File: src/rtl/multicycle_controller_if.sv
// ----------------------------------------------------------------------------
// multicycle_controller_if
// Bundles the decode inputs, the status handshake and every control output
// that passes between the multicycle RV32I controller and its datapath.
//
// Signals (direction as seen by the controller, modport master):
//   op[6:0], funct3[2:0], funct7b5  in  : instruction fields from the IR
//   Zero, MemReady                  in  : ALU zero flag, memory completes now
//   PCWrite, AdrSrc, MemWrite,      out : datapath enables and selects
//   IRWrite, RegWrite, ResultSrc,
//   ALUSrcA, ALUSrcB, ImmSrc,
//   ALUControl
//   Trap                            out : illegal opcode seen (sticky)
//   InstrRetired[31:0]              out : retired-instruction count
// The slave modport is the datapath side (it drives the decode inputs).
// ----------------------------------------------------------------------------
interface multicycle_controller_if;
    logic [6:0]  op;
    logic [2:0]  funct3;
    logic        funct7b5;
    logic        Zero;
    logic        MemReady;

    logic        PCWrite;
    logic        AdrSrc;
    logic        MemWrite;
    logic        IRWrite;
    logic        RegWrite;
    logic [1:0]  ResultSrc;
    logic [1:0]  ALUSrcA;
    logic [1:0]  ALUSrcB;
    logic [1:0]  ImmSrc;
    logic [2:0]  ALUControl;
    logic        Trap;
    logic [31:0] InstrRetired;

    modport master (
        input  op, funct3, funct7b5, Zero, MemReady,
        output PCWrite, AdrSrc, MemWrite, IRWrite, RegWrite, ResultSrc,
               ALUSrcA, ALUSrcB, ImmSrc, ALUControl, Trap, InstrRetired
    );

    modport slave (
        output op, funct3, funct7b5, Zero, MemReady,
        input  PCWrite, AdrSrc, MemWrite, IRWrite, RegWrite, ResultSrc,
               ALUSrcA, ALUSrcB, ImmSrc, ALUControl, Trap, InstrRetired
    );
endinterface

File: src/rtl/multicycle_controller.sv
// ----------------------------------------------------------------------------
// multicycle_controller
// Sequencing FSM for the multicycle RV32I core. Walks each instruction through
// FETCH/DECODE and the per-class execute states, one state per cycle, stalling
// on MemReady in FETCH, MEMREAD and MEMWRITE. Unsupported opcodes park the
// FSM in ERROR (Trap=1) until reset. Counts retired instructions.
//
// Ports:
//   clk     in  : rising-edge clock
//   reset   in  : synchronous, active-high
//   ctl_bus     : multicycle_controller_if.master (decode in, controls out)
// ----------------------------------------------------------------------------
module multicycle_controller (
    input  logic                          clk,
    input  logic                          reset,
    multicycle_controller_if.master       ctl_bus
);

    typedef enum logic [3:0] {
        S_FETCH, S_DECODE, S_MEMADR, S_MEMREAD, S_MEMWB, S_MEMWRITE,
        S_EXECR, S_EXECI, S_ALUWB, S_JAL, S_BEQ, S_ERROR
    } state_t;

    localparam logic [6:0] OP_LW   = 7'b0000011;
    localparam logic [6:0] OP_SW   = 7'b0100011;
    localparam logic [6:0] OP_R    = 7'b0110011;
    localparam logic [6:0] OP_I    = 7'b0010011;
    localparam logic [6:0] OP_BEQ  = 7'b1100011;
    localparam logic [6:0] OP_JAL  = 7'b1101111;

    localparam logic [2:0] ALU_ADD = 3'b000;
    localparam logic [2:0] ALU_SUB = 3'b001;
    localparam logic [2:0] ALU_AND = 3'b010;
    localparam logic [2:0] ALU_OR  = 3'b011;
    localparam logic [2:0] ALU_SLT = 3'b101;

    state_t      r_state;
    state_t      w_next;
    logic [31:0] r_retired;
    logic        w_retire;
    logic [2:0]  w_alu_decoded;

    logic        w_pc_write;
    logic        w_mem_write;
    logic        w_ir_write;
    logic        w_reg_write;
    logic        w_adr_src;
    logic [1:0]  w_result_src;
    logic [1:0]  w_alu_src_a;
    logic [1:0]  w_alu_src_b;
    logic [2:0]  w_alu_control;

    // NOTE: state and counter are clocked registers, so they use non-blocking
    // assignments; everything feeding them is built combinationally below.
    always_ff @(posedge clk) begin
        if (reset) begin
            r_state   <= S_FETCH;
            r_retired <= '0;
        end else begin
            r_state <= w_next;
            if (w_retire)
                r_retired <= r_retired + 32'd1;
        end
    end

    // ALU operation for EXECR/EXECI; op[5] separates R-type (sub allowed)
    // from I-type, where bit 30 is part of the immediate.
    always_comb begin
        unique case (ctl_bus.funct3)
            3'b000:  w_alu_decoded = (ctl_bus.op[5] && ctl_bus.funct7b5) ? ALU_SUB : ALU_ADD;
            3'b010:  w_alu_decoded = ALU_SLT;
            3'b110:  w_alu_decoded = ALU_OR;
            3'b111:  w_alu_decoded = ALU_AND;
            default: w_alu_decoded = ALU_ADD;
        endcase
    end

    // NOTE: every signal gets a default before the case so no path leaves
    // one unassigned, which would otherwise infer a latch.
    always_comb begin
        w_next        = r_state;
        w_retire      = 1'b0;
        w_pc_write    = 1'b0;
        w_mem_write   = 1'b0;
        w_ir_write    = 1'b0;
        w_reg_write   = 1'b0;
        w_adr_src     = 1'b0;
        w_result_src  = 2'b00;
        w_alu_src_a   = 2'b00;
        w_alu_src_b   = 2'b00;
        w_alu_control = ALU_ADD;

        unique case (r_state)
            S_FETCH: begin
                w_alu_src_b  = 2'b10;
                w_result_src = 2'b10;
                w_ir_write   = ctl_bus.MemReady;
                w_pc_write   = ctl_bus.MemReady;
                if (ctl_bus.MemReady)
                    w_next = S_DECODE;
            end
            S_DECODE: begin
                w_alu_src_a = 2'b01;
                w_alu_src_b = 2'b01;
                unique case (ctl_bus.op)
                    OP_LW, OP_SW: w_next = S_MEMADR;
                    OP_R:         w_next = S_EXECR;
                    OP_I:         w_next = S_EXECI;
                    OP_BEQ:       w_next = S_BEQ;
                    OP_JAL:       w_next = S_JAL;
                    default:      w_next = S_ERROR;
                endcase
            end
            S_MEMADR: begin
                w_alu_src_a = 2'b10;
                w_alu_src_b = 2'b01;
                w_next      = (ctl_bus.op == OP_LW) ? S_MEMREAD : S_MEMWRITE;
            end
            S_MEMREAD: begin
                w_adr_src = 1'b1;
                if (ctl_bus.MemReady)
                    w_next = S_MEMWB;
            end
            S_MEMWB: begin
                w_result_src = 2'b01;
                w_reg_write  = 1'b1;
                w_retire     = 1'b1;
                w_next       = S_FETCH;
            end
            S_MEMWRITE: begin
                w_adr_src   = 1'b1;
                w_mem_write = 1'b1;
                if (ctl_bus.MemReady) begin
                    w_retire = 1'b1;
                    w_next   = S_FETCH;
                end
            end
            S_EXECR: begin
                w_alu_src_a   = 2'b10;
                w_alu_control = w_alu_decoded;
                w_next        = S_ALUWB;
            end
            S_EXECI: begin
                w_alu_src_a   = 2'b10;
                w_alu_src_b   = 2'b01;
                w_alu_control = w_alu_decoded;
                w_next        = S_ALUWB;
            end
            S_ALUWB: begin
                w_reg_write = 1'b1;
                w_retire    = 1'b1;
                w_next      = S_FETCH;
            end
            S_JAL: begin
                w_alu_src_a = 2'b01;
                w_alu_src_b = 2'b10;
                w_pc_write  = 1'b1;
                w_next      = S_ALUWB;
            end
            S_BEQ: begin
                w_alu_src_a   = 2'b10;
                w_alu_control = ALU_SUB;
                w_pc_write    = ctl_bus.Zero;
                w_retire      = 1'b1;
                w_next        = S_FETCH;
            end
            S_ERROR: begin
                w_next = S_ERROR;
            end
            default: begin
                w_next = S_FETCH;
            end
        endcase
    end

    // Enables are masked during reset so an abandoned instruction writes nothing.
    assign ctl_bus.PCWrite      = w_pc_write  & ~reset;
    assign ctl_bus.MemWrite     = w_mem_write & ~reset;
    assign ctl_bus.IRWrite      = w_ir_write  & ~reset;
    assign ctl_bus.RegWrite     = w_reg_write & ~reset;
    assign ctl_bus.AdrSrc       = w_adr_src;
    assign ctl_bus.ResultSrc    = w_result_src;
    assign ctl_bus.ALUSrcA      = w_alu_src_a;
    assign ctl_bus.ALUSrcB      = w_alu_src_b;
    assign ctl_bus.ALUControl   = w_alu_control;
    assign ctl_bus.Trap         = (r_state == S_ERROR);
    assign ctl_bus.InstrRetired = r_retired;

    // Immediate format follows the opcode in every state.
    assign ctl_bus.ImmSrc = (ctl_bus.op == OP_SW)  ? 2'b01 :
                            (ctl_bus.op == OP_BEQ) ? 2'b10 :
                            (ctl_bus.op == OP_JAL) ? 2'b11 : 2'b00;

endmodule

File: src/flat_wrapper.sv
// flat-port wrapper written by rule: the top's interface ports become plain ports
module multicycle_controller_flat 
  (clk, reset, ctl_bus_op, ctl_bus_funct3, ctl_bus_funct7b5, ctl_bus_Zero, ctl_bus_MemReady, ctl_bus_PCWrite, ctl_bus_AdrSrc, ctl_bus_MemWrite, ctl_bus_IRWrite, ctl_bus_RegWrite, ctl_bus_ResultSrc, ctl_bus_ALUSrcA, ctl_bus_ALUSrcB, ctl_bus_ImmSrc, ctl_bus_ALUControl, ctl_bus_Trap, ctl_bus_InstrRetired);
  multicycle_controller_if ctl_bus_i ();
  input  logic clk;
  input  logic reset;
  input wire logic [$bits(ctl_bus_i.op)-1:0] ctl_bus_op;
  input wire logic [$bits(ctl_bus_i.funct3)-1:0] ctl_bus_funct3;
  input wire logic [$bits(ctl_bus_i.funct7b5)-1:0] ctl_bus_funct7b5;
  input wire logic [$bits(ctl_bus_i.Zero)-1:0] ctl_bus_Zero;
  input wire logic [$bits(ctl_bus_i.MemReady)-1:0] ctl_bus_MemReady;
  output wire logic [$bits(ctl_bus_i.PCWrite)-1:0] ctl_bus_PCWrite;
  output wire logic [$bits(ctl_bus_i.AdrSrc)-1:0] ctl_bus_AdrSrc;
  output wire logic [$bits(ctl_bus_i.MemWrite)-1:0] ctl_bus_MemWrite;
  output wire logic [$bits(ctl_bus_i.IRWrite)-1:0] ctl_bus_IRWrite;
  output wire logic [$bits(ctl_bus_i.RegWrite)-1:0] ctl_bus_RegWrite;
  output wire logic [$bits(ctl_bus_i.ResultSrc)-1:0] ctl_bus_ResultSrc;
  output wire logic [$bits(ctl_bus_i.ALUSrcA)-1:0] ctl_bus_ALUSrcA;
  output wire logic [$bits(ctl_bus_i.ALUSrcB)-1:0] ctl_bus_ALUSrcB;
  output wire logic [$bits(ctl_bus_i.ImmSrc)-1:0] ctl_bus_ImmSrc;
  output wire logic [$bits(ctl_bus_i.ALUControl)-1:0] ctl_bus_ALUControl;
  output wire logic [$bits(ctl_bus_i.Trap)-1:0] ctl_bus_Trap;
  output wire logic [$bits(ctl_bus_i.InstrRetired)-1:0] ctl_bus_InstrRetired;
  assign ctl_bus_i.op = ctl_bus_op;
  assign ctl_bus_i.funct3 = ctl_bus_funct3;
  assign ctl_bus_i.funct7b5 = ctl_bus_funct7b5;
  assign ctl_bus_i.Zero = ctl_bus_Zero;
  assign ctl_bus_i.MemReady = ctl_bus_MemReady;
  assign ctl_bus_PCWrite = ctl_bus_i.PCWrite;
  assign ctl_bus_AdrSrc = ctl_bus_i.AdrSrc;
  assign ctl_bus_MemWrite = ctl_bus_i.MemWrite;
  assign ctl_bus_IRWrite = ctl_bus_i.IRWrite;
  assign ctl_bus_RegWrite = ctl_bus_i.RegWrite;
  assign ctl_bus_ResultSrc = ctl_bus_i.ResultSrc;
  assign ctl_bus_ALUSrcA = ctl_bus_i.ALUSrcA;
  assign ctl_bus_ALUSrcB = ctl_bus_i.ALUSrcB;
  assign ctl_bus_ImmSrc = ctl_bus_i.ImmSrc;
  assign ctl_bus_ALUControl = ctl_bus_i.ALUControl;
  assign ctl_bus_Trap = ctl_bus_i.Trap;
  assign ctl_bus_InstrRetired = ctl_bus_i.InstrRetired;
  multicycle_controller u_core (.clk(clk), .reset(reset), .ctl_bus(ctl_bus_i));
endmodule
File: config.mk
export PLATFORM = sky130hd
export DESIGN_NAME = multicycle_controller_flat
export DESIGN_NICKNAME = d
export VERILOG_FILES = /design/src/rtl/multicycle_controller_if.sv /design/src/rtl/multicycle_controller.sv /design/src/flat_wrapper.sv
export SDC_FILE = /design/constraint.sdc
export NUM_CORES = 1
export LEC_CHECK = 0
export CAP_MARGIN = 20
export CORE_MARGIN = 1.5
export CORE_UTILIZATION = 44
export DETAILED_ROUTE_END_ITERATION = 10
export HOLD_SLACK_MARGIN = 0.1
export PLACE_DENSITY_LB_ADDON = 0.05
export SLEW_MARGIN = 10
export SYNTH_ARGS = -nofsm -noshare
export SYNTH_HDL_FRONTEND = slang
export SYNTH_SLANG_ARGS = --single-unit
File: constraint.sdc
create_clock -name clk -period 3.1 [get_ports clk]
set_input_delay 0.62 -clock clk [delete_from_list [all_inputs] [get_ports clk]]
set_output_delay 0.62 -clock clk [all_outputs]
set_load 0.005 [all_outputs]
Word level (Yosys, flattened, before mapping)
Index checks and enable logic that the tools add are counted.
{"block": "classes", "n_reduce_logical": 14, "n_mux": 22, "n_shift": 0, "div_mod_pow": 0, "n_eq_ne": 23, "magnitude_cmp": 0, "n_mul": 0, "addsub": 1, "n_bitwise": 5}
{"op": "$add A32 B1 Y32 const B", "count": 1}
{"op": "$pmux W4 S7", "count": 1}
{"op": "$pmux W4 S5", "count": 1}
{"op": "$eq A4 B3 Y1 const B", "count": 4}
{"op": "$eq A4 B4 Y1 const B", "count": 4}
{"op": "$eq A7 B6 Y1 const B", "count": 2}
{"op": "$eq A7 B7 Y1 const B", "count": 2}
{"op": "$mux W4", "count": 3}
{"op": "$pmux W2 S2", "count": 3}
{"op": "$pmux W3 S4", "count": 1}
{"op": "$reduce_or A2 Y1", "count": 6}
{"op": "$reduce_or A3 Y1", "count": 3}
{"op": "$eq A4 B2 Y1 const B", "count": 2}
{"op": "$eq A7 B2 Y1 const B", "count": 1}
{"op": "$eq A7 B5 Y1 const B", "count": 1}
{"op": "$eq A3 B3 Y1 const B", "count": 2}
{"op": "$mux W1", "count": 6}
{"op": "$mux W2", "count": 3}
{"op": "$ne A2 B2 Y1 const B", "count": 3}
{"op": "$pmux W3 S2", "count": 1}
{"op": "$and A1 B1 Y1", "count": 4}
{"op": "$eq A4 B1 Y1 const B", "count": 1}
{"op": "$logic_not A4 Y1", "count": 1}
{"op": "$reduce_or A4 Y1", "count": 1}
{"op": "8 further kinds", "count": 8}
{"block": "word_totals", "inputBits": 15, "latchBits": 0, "ramBits": 0, "n_memories": 0, "register_bits": 36, "romBits": 0}

Longest topological paths before layout
Gate-level depths: netlist of the first run.
{"block": "logic_depth", "word_depth": 4, "ltp_mapped": 6, "ltp_nobuf": 4}

Least setup slack after synthesis of the first run
Ideal clock, no wire load.
{"block": "synth_path", "path_type": "input-to-output", "start": "in reset", "end": "out ctl_bus_PCWrite", "t_required_ns": 2.480, "path_stages": 4, "setup_slack_ns": 1.001, "path_buffers": 2, "t_arrival_ns": 1.479, "cell_sequence": "clkbuf_1 clkbuf_1 a211oi_1 or2_2"}
{"block": "synth_via", "elab_chain_len": 2}
{"item": "from (decl)", "line": "flat_wrapper.sv:6", "text": "input logic reset;"}
{"item": "$not A1 Y1", "line": "multicycle_controller.sv:177", "text": "assign ctl_bus.PCWrite = w_pc_write & ~reset;"}
{"item": "$and A1 B1 Y1", "line": "multicycle_controller.sv:177"}
{"item": "to (decl)", "line": "flat_wrapper.sv:12", "text": "output wire logic [$bits(ctl_bus_i.PCWrite)-1:0] ctl_bus_PCWrite;"}
No other way between the ends.

Worst setup path in the final report of the first run
{"block": "layout_path", "start": "in ctl_bus_op[3]", "end": "out ctl_bus_ImmSrc[0]"}
{"block": "layout_via", "elab_chain_len": 4, "elab_cells_between_ends": 6}
{"item": "from (decl)", "line": "flat_wrapper.sv:7", "text": "input wire logic [$bits(ctl_bus_i.op)-1:0] ctl_bus_op;"}
{"item": "$eq A7 B7 Y1", "line": "multicycle_controller.sv:192", "text": "(ctl_bus.op == OP_JAL) ? 2'b11 : 2'b00;"}
{"item": "$mux W2", "line": "multicycle_controller.sv:192"}
{"item": "$mux W2", "line": "multicycle_controller.sv:191", "text": "(ctl_bus.op == OP_BEQ) ? 2'b10 :"}
{"item": "$mux W2 (*)", "line": "multicycle_controller.sv:190", "text": "assign ctl_bus.ImmSrc = (ctl_bus.op == OP_SW) ? 2'b01 :"}
{"item": "to (decl)", "line": "flat_wrapper.sv:20", "text": "output wire logic [$bits(ctl_bus_i.ImmSrc)-1:0] ctl_bus_ImmSrc;"}
Every way passes the cells marked *; elsewhere a longest branch is shown, timed or not.

==> results of run 1 <==
-- logic make-up after synthesis --
kind of cell	count (synthesis)
fa+ha+maj	2
mux	6
xor+xnor	9
simple gates	125
compound gates	69
buf+inv	27
flops	36
-- state kept, by name, summed over array words and instances, names as in the netlist --
signal,cells
u_core.ctl_bus.InstrRetired,32
u_core.r_state,4
-- final cells by class --
type                       instances  area [µm²]
clock inverter                     1        30.0
sequential                        36         721
tap                               67        83.8
clock buffer                       7        96.3
fill                             438        1780
timing repair buffer              68         668
inverter                           7        26.3
multi-input combinational        211        1380
-- Yosys cell counts, drive strengths merged (3+ instances only) --
cell	n
nor4	8
xor2	7
nor4b	3
nand3	11
o21ai	12
nor3b	4
a21oi	26
and2	5
or3	10
nor2b	8
buf	11
and4	5
inv	7
nand2b	4
or4	11
nor2	16
nand4	9
nand2	16
dfxtp	36
nor3	6
mux2	5
and3	3
o311ai	4
clkbuf	9
o31ai	14
-- per-layer routing --
layer	vias to the layer above	routed length (µm)	track usage
met5	-	0	0
met4	0	85	0.0720
met3	9	213	0.0420
met2	51	2640	0.332
met1	1069	2750	0.290
li1	1146	-	-
-- per-stage QoR --
stage,instance area [µm²],std cells
after detailed placement,2880,389
after CTS,3010,397
final,3010,397
after global routing,3010,397
after global placement,2880,389
after floorplan,2220,274
-- worst min-delay path: stages (launching register included) --
cell	delay, ns
dfxtp_1	0.33
o21ai_0	0.08
a21oi_1	0.06
-- power groups by stage --
| stage | Sequential, mW | Combinational [mW] | Clock, mW |
|---|---|---|---|
| 2_1_floorplan | 0.483 | 0.112 | 0 |
| 3_3_place_gp | 0.511 | 0.167 | 0 |
| 3_5_place_dp | 0.511 | 0.167 | 0 |
| 4_1_cts | 0.500 | 0.168 | 0.458 |
| 5_1_grt | 0.504 | 0.184 | 0.485 |
| 6_report | 0.500 | 0.167 | 0.449 |
-- final timing paths --
kind | from | to | slack [ns]
max | ctl_bus_op[3] | ctl_bus_ImmSrc[0] | 0.19
min | u_core.ctl_bus.InstrRetired[5] | u_core.ctl_bus.InstrRetired[5] | 0.51
max reg2reg | u_core.r_state[3] | u_core.ctl_bus.InstrRetired[26] | 0.55
min reg2reg | u_core.ctl_bus.InstrRetired[5] | u_core.ctl_bus.InstrRetired[5] | 0.51
==> results.sh, run 1 <==
export IMPL_status="complete, no violations"
export IMPL_p_clk_frac=0.402
export IMPL_finalPower_mw=1.12
export IMPL_wl_per_cell_um=14.3
export IMPL_synthXorXnorAreaFrac=0.0355
export IMPL_timing_critical_path_buf_inv=3
export IMPL_clock_skew_ns=0.00822
export IMPL_worst_slew_pin_slew_ns=1.03
export IMPL_synthMuxAreaShare=0.0299
export IMPL_synth_fa_ha_area_frac=0.0102
export IMPL_ys_types=54
export IMPL_hold_class="flip-flop to flip-flop"
export IMPL_port_buffers=63
export IMPL_crit_chain="clkdlybuf4s50_1 -> and4bb_2 -> and2_1 -> inv_1 -> a21oi_1 -> clkdlybuf4s50_1"
export IMPL_finalHoldViolCount=0
export IMPL_netlist_instances=274
export IMPL_post_cts_buffers=0
export IMPL_antenna_found_initial=0
export IMPL_synth_main_ff_cell="dfxtp_1"
export IMPL_grt_pass1_vias=2027
export IMPL_pwr_share_comb=0.150
export IMPL_wirelength_um=5690
export IMPL_place_gp_congestion=0.846
export IMPL_seq_area_frac_synth=0.325
export IMPL_ys_ff_latch=36
export IMPL_crit_slowest_cell="clkdlybuf4s50_1"
export IMPL_hold_ws_ns=0.509
export IMPL_remaining_drc_errors=0
export IMPL_cp_start_kind="primary input"
export IMPL_final_cell_mix="63 x clkdlybuf4s50_1, 36 x dfxtp_1, 26 x a21oi_1, 16 x nand2_1, 16 x nor2_1"
export IMPL_critical_path_max_stage_delay_ns=0.52
export IMPL_fin_ws_ns=0.189
export IMPL_final_util=0.628
export IMPL_syn_area_mm2=0.00222
export IMPL_period_share=0.939
export IMPL_yosys_area_top_type="dfxtp_1"
export IMPL_switching_share=0.240
export IMPL_ant_nets=0
export IMPL_synth_edf_count=0
export IMPL_holdBufCountCts=0
export IMPL_fin_tns_setup_ns=0
export IMPL_core_area_mm2=0.00479
export IMPL_n_antenna_cell=0
export IMPL_synthSimpleGateAreaFrac=0.347
export IMPL_setup_viol_count_final=0
export IMPL_synth_top_family_by_area="simple AND/OR/NAND/NOR gates"
export IMPL_p_int_mw=0.848
export IMPL_rows=25
export IMPL_clk_pin_slew_ns=0.07
export IMPL_slew_viol_final=0
export IMPL_dp_hpwl_um=4080
export IMPL_synthTopCellsByArea="dfxtp_1 32%, a21oi_1 5.9%, o31ai_1 4.4%"
export IMPL_die_height_um=74.0
export IMPL_p_sw_mw=0.268
export IMPL_finish_net_count=345
export IMPL_hold_depth=2
export IMPL_critPathRequiredTime_ns=2.48
export IMPL_dieArea_mm2=0.00548
export IMPL_cts_max_path_buffers=2
export IMPL_final_layout_size_suffix_gt1_frac=0.0788
export IMPL_num_io_pins=64
export IMPL_maxCapViolCount=0
export IMPL_syn_area_per_cell_um2=8.10
export IMPL_crit_family="buffers and inverters"
export IMPL_track_usage=0.212
export IMPL_crit_cells=6
export IMPL_critPathArrivalTime_ns=2.29
export IMPL_worstSetupPathType="primary input to primary output"
export IMPL_htreeDepth=2
export IMPL_relSlewSlack=0.312
export IMPL_drtIter0Drc=123
export IMPL_vias_per_cell=5.73
export IMPL_synth_top_area_frac=0.325
export IMPL_clk_latency_ns=0.28
export IMPL_cp_max_fo=4
export IMPL_r2r_cells=5
export IMPL_vias=2275
export IMPL_min_period_ns=2.91
export IMPL_die_w_um=74.0
export IMPL_synth_compound_area_frac=0.199
export IMPL_ctsResizeCount=0
export IMPL_area_growth_syn_to_layout_pct=35.5
export IMPL_end_kind="primary output"
export IMPL_initial_utilization=0.464
export IMPL_cts_root_buffer_cell="clkbuf_8"
export IMPL_p_seq_frac=0.448
export IMPL_overflow=0
export IMPL_rsz0062_at_grt="false"
export IMPL_synth_async_reset_ratio=0
export IMPL_mostFrequentLayoutCell="clkdlybuf4s50_1"
export IMPL_fmax_mhz=344
export IMPL_cts_tree="built"
export IMPL_synth_nets=290
export IMPL_first_pass_iters=4
export IMPL_numCtsBuffers=5
export IMPL_grt_pass1_wl_um=9260
export IMPL_power_density_mw_per_mm2=371
export IMPL_grt_max_degree=30
export IMPL_clock_sinks=36
export IMPL_peakVddDrop_mv=0.296
export IMPL_pre_cts_ws_ns=0.208
export IMPL_p_leak_nw=0.984
export IMPL_synth_warnings=0
export IMPL_worst_path_most_repeated_cell="clkdlybuf4s50_1"
Note: power is estimated with default switching activity, not from simulation.
==> run 2, diff against run 1 <==
--- a/config.mk
+++ b/config.mk
@@ -5,12 +5,11 @@
 export SDC_FILE = /design/constraint.sdc
 export NUM_CORES = 1
 export LEC_CHECK = 0
-export CAP_MARGIN = 20
 export CORE_MARGIN = 1.5
 export CORE_UTILIZATION = 44
 export DETAILED_ROUTE_END_ITERATION = 10
 export HOLD_SLACK_MARGIN = 0.1
-export PLACE_DENSITY_LB_ADDON = 0.05
+export PLACE_DENSITY = 0.75
 export SLEW_MARGIN = 10
 export SYNTH_ARGS = -nofsm -noshare
 export SYNTH_HDL_FRONTEND = slang
==> results.sh, run 2 (same netlist as run 1, synthesis figures left out) <==
export IMPL_status="complete, no violations"
export IMPL_top_usage_layer="met2"
export IMPL_largest_register_ff_count=32
export IMPL_cp_max_fo=19
export IMPL_rows=25
export IMPL_die_w_um=74.0
export IMPL_peakVddDrop_mv=0.265
export IMPL_final_cell_mix="63 x clkdlybuf4s50_1, 36 x dfxtp_1, 26 x a21oi_1, 16 x nand2_1, 16 x nor2_1"
export IMPL_r2r_cells=4
export IMPL_wirelength_um=5500
export IMPL_grtUsageMet1=0.291
export IMPL_num_io_pins=64
export IMPL_numCtsBuffers=5
export IMPL_use_met2=0.314
export IMPL_end_kind="primary output"
export IMPL_cts_tree="built"
export IMPL_setup_viol_count_final=0
export IMPL_reg2reg_from="u_core.r_state[1]"
export IMPL_port_buffers=63
export IMPL_mostFrequentLayoutCell="clkdlybuf4s50_1"
export IMPL_area_growth_syn_to_layout_pct=35.2
export IMPL_die_height_um=74.0
export IMPL_rsz0062_at_grt="false"
export IMPL_critPathArrivalTime_ns=2.26
export IMPL_worst_slew_pin_slew_ns=0.998
export IMPL_drtIter0Drc=113
export IMPL_maxCapViolCount=0
export IMPL_period_share=0.928
export IMPL_core_area_mm2=0.00479
export IMPL_clk_latency_ns=0.29
export IMPL_dieArea_mm2=0.00548
export IMPL_fin_tns_setup_ns=0
export IMPL_min_period_ns=2.88
export IMPL_antenna_found_initial=0
export IMPL_remaining_drc_errors=0
export IMPL_first_pass_iters=4
export IMPL_track_usage=0.211
export IMPL_cts_root_buffer_cell="clkbuf_8"
export IMPL_clock_sinks=36
export IMPL_worstSetupPathType="flip-flop to primary output"
export IMPL_clock_skew_ns=0.00381
export IMPL_grt_pass1_vias=1974
export IMPL_relSlewSlack=0.324
export IMPL_pre_cts_ws_ns=0.225
export IMPL_power_density_mw_per_mm2=341
export IMPL_vias_per_cell=5.79
export IMPL_grtUsageMet3=0.0583
export IMPL_grt_pass1_wl_um=9040
export IMPL_clk_pin_slew_ns=0.07
export IMPL_ctsResizeCount=0
export IMPL_cts_max_path_buffers=2
export IMPL_final_layout_size_suffix_gt1_frac=0.0838
export IMPL_dp_hpwl_um=3910
export IMPL_hold_class="flip-flop to flip-flop"
export IMPL_htreeDepth=2
export IMPL_grt_max_degree=27
export IMPL_place_gp_congestion=0.861
export IMPL_post_cts_buffers=0
export IMPL_hold_start="u_core.ctl_bus.InstrRetired[5]"
export IMPL_vias=2320
export IMPL_finish_net_count=349
export IMPL_fmax_mhz=348
export IMPL_finalPower_mw=1.02
export IMPL_ant_nets=0
export IMPL_cp_start_kind="flip-flop"
export IMPL_p_leak_nw=0.985
export IMPL_initial_utilization=0.464
export IMPL_hold_depth=2
export IMPL_wl_per_cell_um=13.7
export IMPL_fin_ws_ns=0.225
export IMPL_finalHoldViolCount=0
export IMPL_holdBufCountCts=0
export IMPL_cp_startpoint="u_core.r_state[2]"
export IMPL_n_antenna_cell=0
export IMPL_overflow=0
export IMPL_slew_viol_final=0
export IMPL_critPathRequiredTime_ns=2.48
## run 2: worst paths after layout
| kind | to | slack (ns) |
|---|---|---|
| setup reg to reg | u_core.ctl_bus.InstrRetired[30] | 0.56 |
| setup / recovery | ctl_bus_RegWrite | 0.22 |
| hold reg to reg | u_core.ctl_bus.InstrRetired[5] | 0.50 |
| hold / removal | u_core.ctl_bus.InstrRetired[5] | 0.50 |
## run 2: routing by layer
metal  vias up  part of all wire
li1       1151                 -
met1      1098              0.48
met2        67              0.45
met3         4             0.054
met4         0            0.0087
met5         -                 0
## run 2: metrics by stage
stage / instances / instance area (µm²) / utilization / hold WS, ns
after floorplan: 274 / 2220 / - / 0.483
after global placement: 393 / 2910 / 0.608 / 0.488
after detailed placement: 393 / 2910 / 0.608 / 0.494
after CTS: 401 / 3000 / 0.627 / 0.505
after global routing: 401 / 3000 / 0.627 / 0.528
final: 401 / 3000 / 0.627 / 0.500
## run 2: layout make-up
type / count / area [µm²]
Clock buffer: 8 / 90.1
Sequential cell: 36 / 721
Timing Repair Buffer: 72 / 698
Fill cell: 439 / 1790
Inverter: 7 / 26.3
Multi-Input combinational cell: 211 / 1380
Tap cell: 67 / 83.8
## run 2: power breakdown
part,internal [mW],total [mW],switching (mW)
Clock,0.181,0.350,0.169
Combinational,0.100,0.175,0.0752
Sequential,0.470,0.498,0.0280
## run 2: critical path: stages, from the launching register on
cell and delay, ns:
dfxtp_1 0.72, nand2b_1 0.20, a2111oi_0 0.45, clkdlybuf4s50_1 0.59
==> run 3, diff against run 2 <==
--- a/config.mk
+++ b/config.mk
@@ -6,10 +6,11 @@
 export NUM_CORES = 1
 export LEC_CHECK = 0
 export CORE_MARGIN = 1.5
-export CORE_UTILIZATION = 44
+export CORE_UTILIZATION = 45
+export CTS_BUF_LIST = sky130_fd_sc_hd__clkbuf_16
 export DETAILED_ROUTE_END_ITERATION = 10
 export HOLD_SLACK_MARGIN = 0.1
-export PLACE_DENSITY = 0.75
+export PLACE_DENSITY = 0.76
 export SLEW_MARGIN = 10
 export SYNTH_ARGS = -nofsm -noshare
 export SYNTH_HDL_FRONTEND = slang
==> results.sh, run 3 (same netlist as run 1, synthesis figures left out) <==
export IMPL_status="complete, no violations"
export IMPL_place_gp_congestion=0.830
export IMPL_area_growth_syn_to_layout_pct=36.5
export IMPL_cp_max_fo=4
export IMPL_pwr_share_comb=0.151
export IMPL_power_density_mw_per_mm2=375
export IMPL_p_int_mw=0.856
export IMPL_num_io_pins=64
export IMPL_reg2reg_slack_ns=0.60
export IMPL_final_layout_size_suffix_gt1_frac=0.0785
export IMPL_setup_viol_count_final=0
export IMPL_mostFrequentLayoutCell="clkdlybuf4s50_1"
export IMPL_finalHoldViolCount=0
export IMPL_hold_start="u_core.ctl_bus.InstrRetired[21]"
export IMPL_worst_slew_pin_slew_ns=0.986
export IMPL_dieArea_mm2=0.00536
export IMPL_end_kind="primary output"
export IMPL_ant_nets=0
export IMPL_vias=2304
export IMPL_initial_utilization=0.470
export IMPL_hold_class="flip-flop to flip-flop"
export IMPL_critPathArrivalTime_ns=2.28
export IMPL_p_leak_nw=1.00
export IMPL_placed_cells=391
export IMPL_grt_pass1_vias=2060
export IMPL_cts_root_buffer_cell="clkbuf_16"
export IMPL_fin_tns_setup_ns=0
export IMPL_hold_depth=2
export IMPL_port_buffers=63
export IMPL_clk_pin_slew_ns=0.05
export IMPL_worstSetupPathType="primary input to primary output"
export IMPL_r2r_cells=4
export IMPL_endpoint="ctl_bus_ImmSrc[0]"
export IMPL_final_cell_mix="63 x clkdlybuf4s50_1, 36 x dfxtp_1, 26 x a21oi_1, 16 x nand2_1, 16 x nor2_1"
export IMPL_cts_max_path_buffers=2
export IMPL_clock_skew_ns=0.00518
export IMPL_clk_latency_ns=0.28
export IMPL_cp_start_kind="primary input"
export IMPL_finish_net_count=347
export IMPL_rows=25
export IMPL_reg2reg_from="u_core.r_state[1]"
export IMPL_remaining_drc_errors=0
export IMPL_ctsResizeCount=0
export IMPL_vias_per_cell=5.79
export IMPL_switching_share=0.246
export IMPL_cts_tree="built"
export IMPL_numCtsBuffers=5
export IMPL_relSlewSlack=0.339
export IMPL_grt_max_degree=42
export IMPL_rr_endpoint="u_core.ctl_bus.InstrRetired[30]"
export IMPL_die_w_um=73.2
export IMPL_fmax_mhz=344
export IMPL_largest_register_ff_count=32
export IMPL_drtIter0Drc=98
export IMPL_dp_hpwl_um=3920
export IMPL_overflow=0
export IMPL_wl_per_cell_um=13.8
export IMPL_peakVddDrop_mv=0.245
export IMPL_cp_startpoint="ctl_bus_op[2]"
export IMPL_holdBufCountCts=0
export IMPL_p_sw_mw=0.279
export IMPL_core_area_mm2=0.00472
export IMPL_first_pass_iters=4
export IMPL_die_height_um=73.2
export IMPL_maxCapViolCount=0
export IMPL_antenna_found_initial=0
export IMPL_slew_viol_final=0
export IMPL_p_seq_frac=0.440
export IMPL_fin_cells=398
export IMPL_track_usage=0.219
export IMPL_htreeDepth=2
export IMPL_clock_sinks=36
export IMPL_period_share=0.937
export IMPL_wirelength_um=5500
export IMPL_p_clk_frac=0.410
export IMPL_min_period_ns=2.90
export IMPL_post_cts_buffers=0
export IMPL_critPathRequiredTime_ns=2.48
export IMPL_n_antenna_cell=0
export IMPL_rsz0062_at_grt="false"
export IMPL_grt_pass1_wl_um=9290
==> run 3: cell count changes in the layout (fill, tap and decap cells not counted) <==
cell	previous run	this run
clkbuf_1	2	0
buf_4	9	7
clkbuf_8	6	0
clkinv_2	0	1
clkbuf_16	0	5
inv_1	7	8
==> run 3: worst min path at each step <==
stage | to | slack [ns]
floorplan | u_core.ctl_bus.InstrRetired[12] | 0.48
global placement | u_core.ctl_bus.InstrRetired[21] | 0.49
detailed placement | u_core.ctl_bus.InstrRetired[21] | 0.50
CTS | u_core.ctl_bus.InstrRetired[21] | 0.50
global route | u_core.ctl_bus.InstrRetired[21] | 0.54
finish | u_core.ctl_bus.InstrRetired[21] | 0.50
==> run 3: power by group through the flow <==
stage | Clock, mW | Combinational [mW] | Sequential [mW]
2_1_floorplan | 0 | 0.112 | 0.483
3_3_place_gp | 0 | 0.168 | 0.509
3_5_place_dp | 0 | 0.170 | 0.508
4_1_cts | 0.472 | 0.171 | 0.499
5_1_grt | 0.495 | 0.186 | 0.503
6_report | 0.465 | 0.171 | 0.499
==> run 3: worst max-delay path, stage by stage <==
cell and delay, ns:
clkdlybuf4s50_1 0.47, and4bb_2 0.35, and2_1 0.14, inv_1 0.04, a21oi_1 0.13, clkdlybuf4s50_1 0.53
==> run 3: area by class of cell <==
cell class                      count  area, µm²
Sequential cell                    36        721
Timing Repair Buffer               70        683
Clock inverter                      2       8.76
Multi-Input combinational cell    211       1380
Clock buffer                        5        125
Inverter                            7       26.3
Fill cell                         408       1700
Tap cell                           67       83.8
==> run 3: layer usage <==
| layer | global-route usage | part of all wire | vias up |
|---|---|---|---|
| met5 | 0 | 0 | - |
| met4 | 0.0608 | 0.011 | 0 |
| met3 | 0.0483 | 0.052 | 9 |
| met2 | 0.341 | 0.47 | 76 |
| met1 | 0.304 | 0.47 | 1062 |
| li1 | - | - | 1157 |
==> run 3: metrics by stage <==
step           setup slack (ns)  hold slack [ns]  utilization  instance area, µm²  total power, mW
2_1_floorplan              1.00            0.483            -                2220            0.596
3_3_place_gp              0.248            0.492        0.613                2890            0.677
3_5_place_dp              0.204            0.498        0.613                2890            0.678
4_1_cts                   0.210            0.505        0.641                3030             1.14
5_1_grt                  0.0935            0.541        0.641                3030             1.18
6_report                  0.196            0.499        0.641                3030             1.13
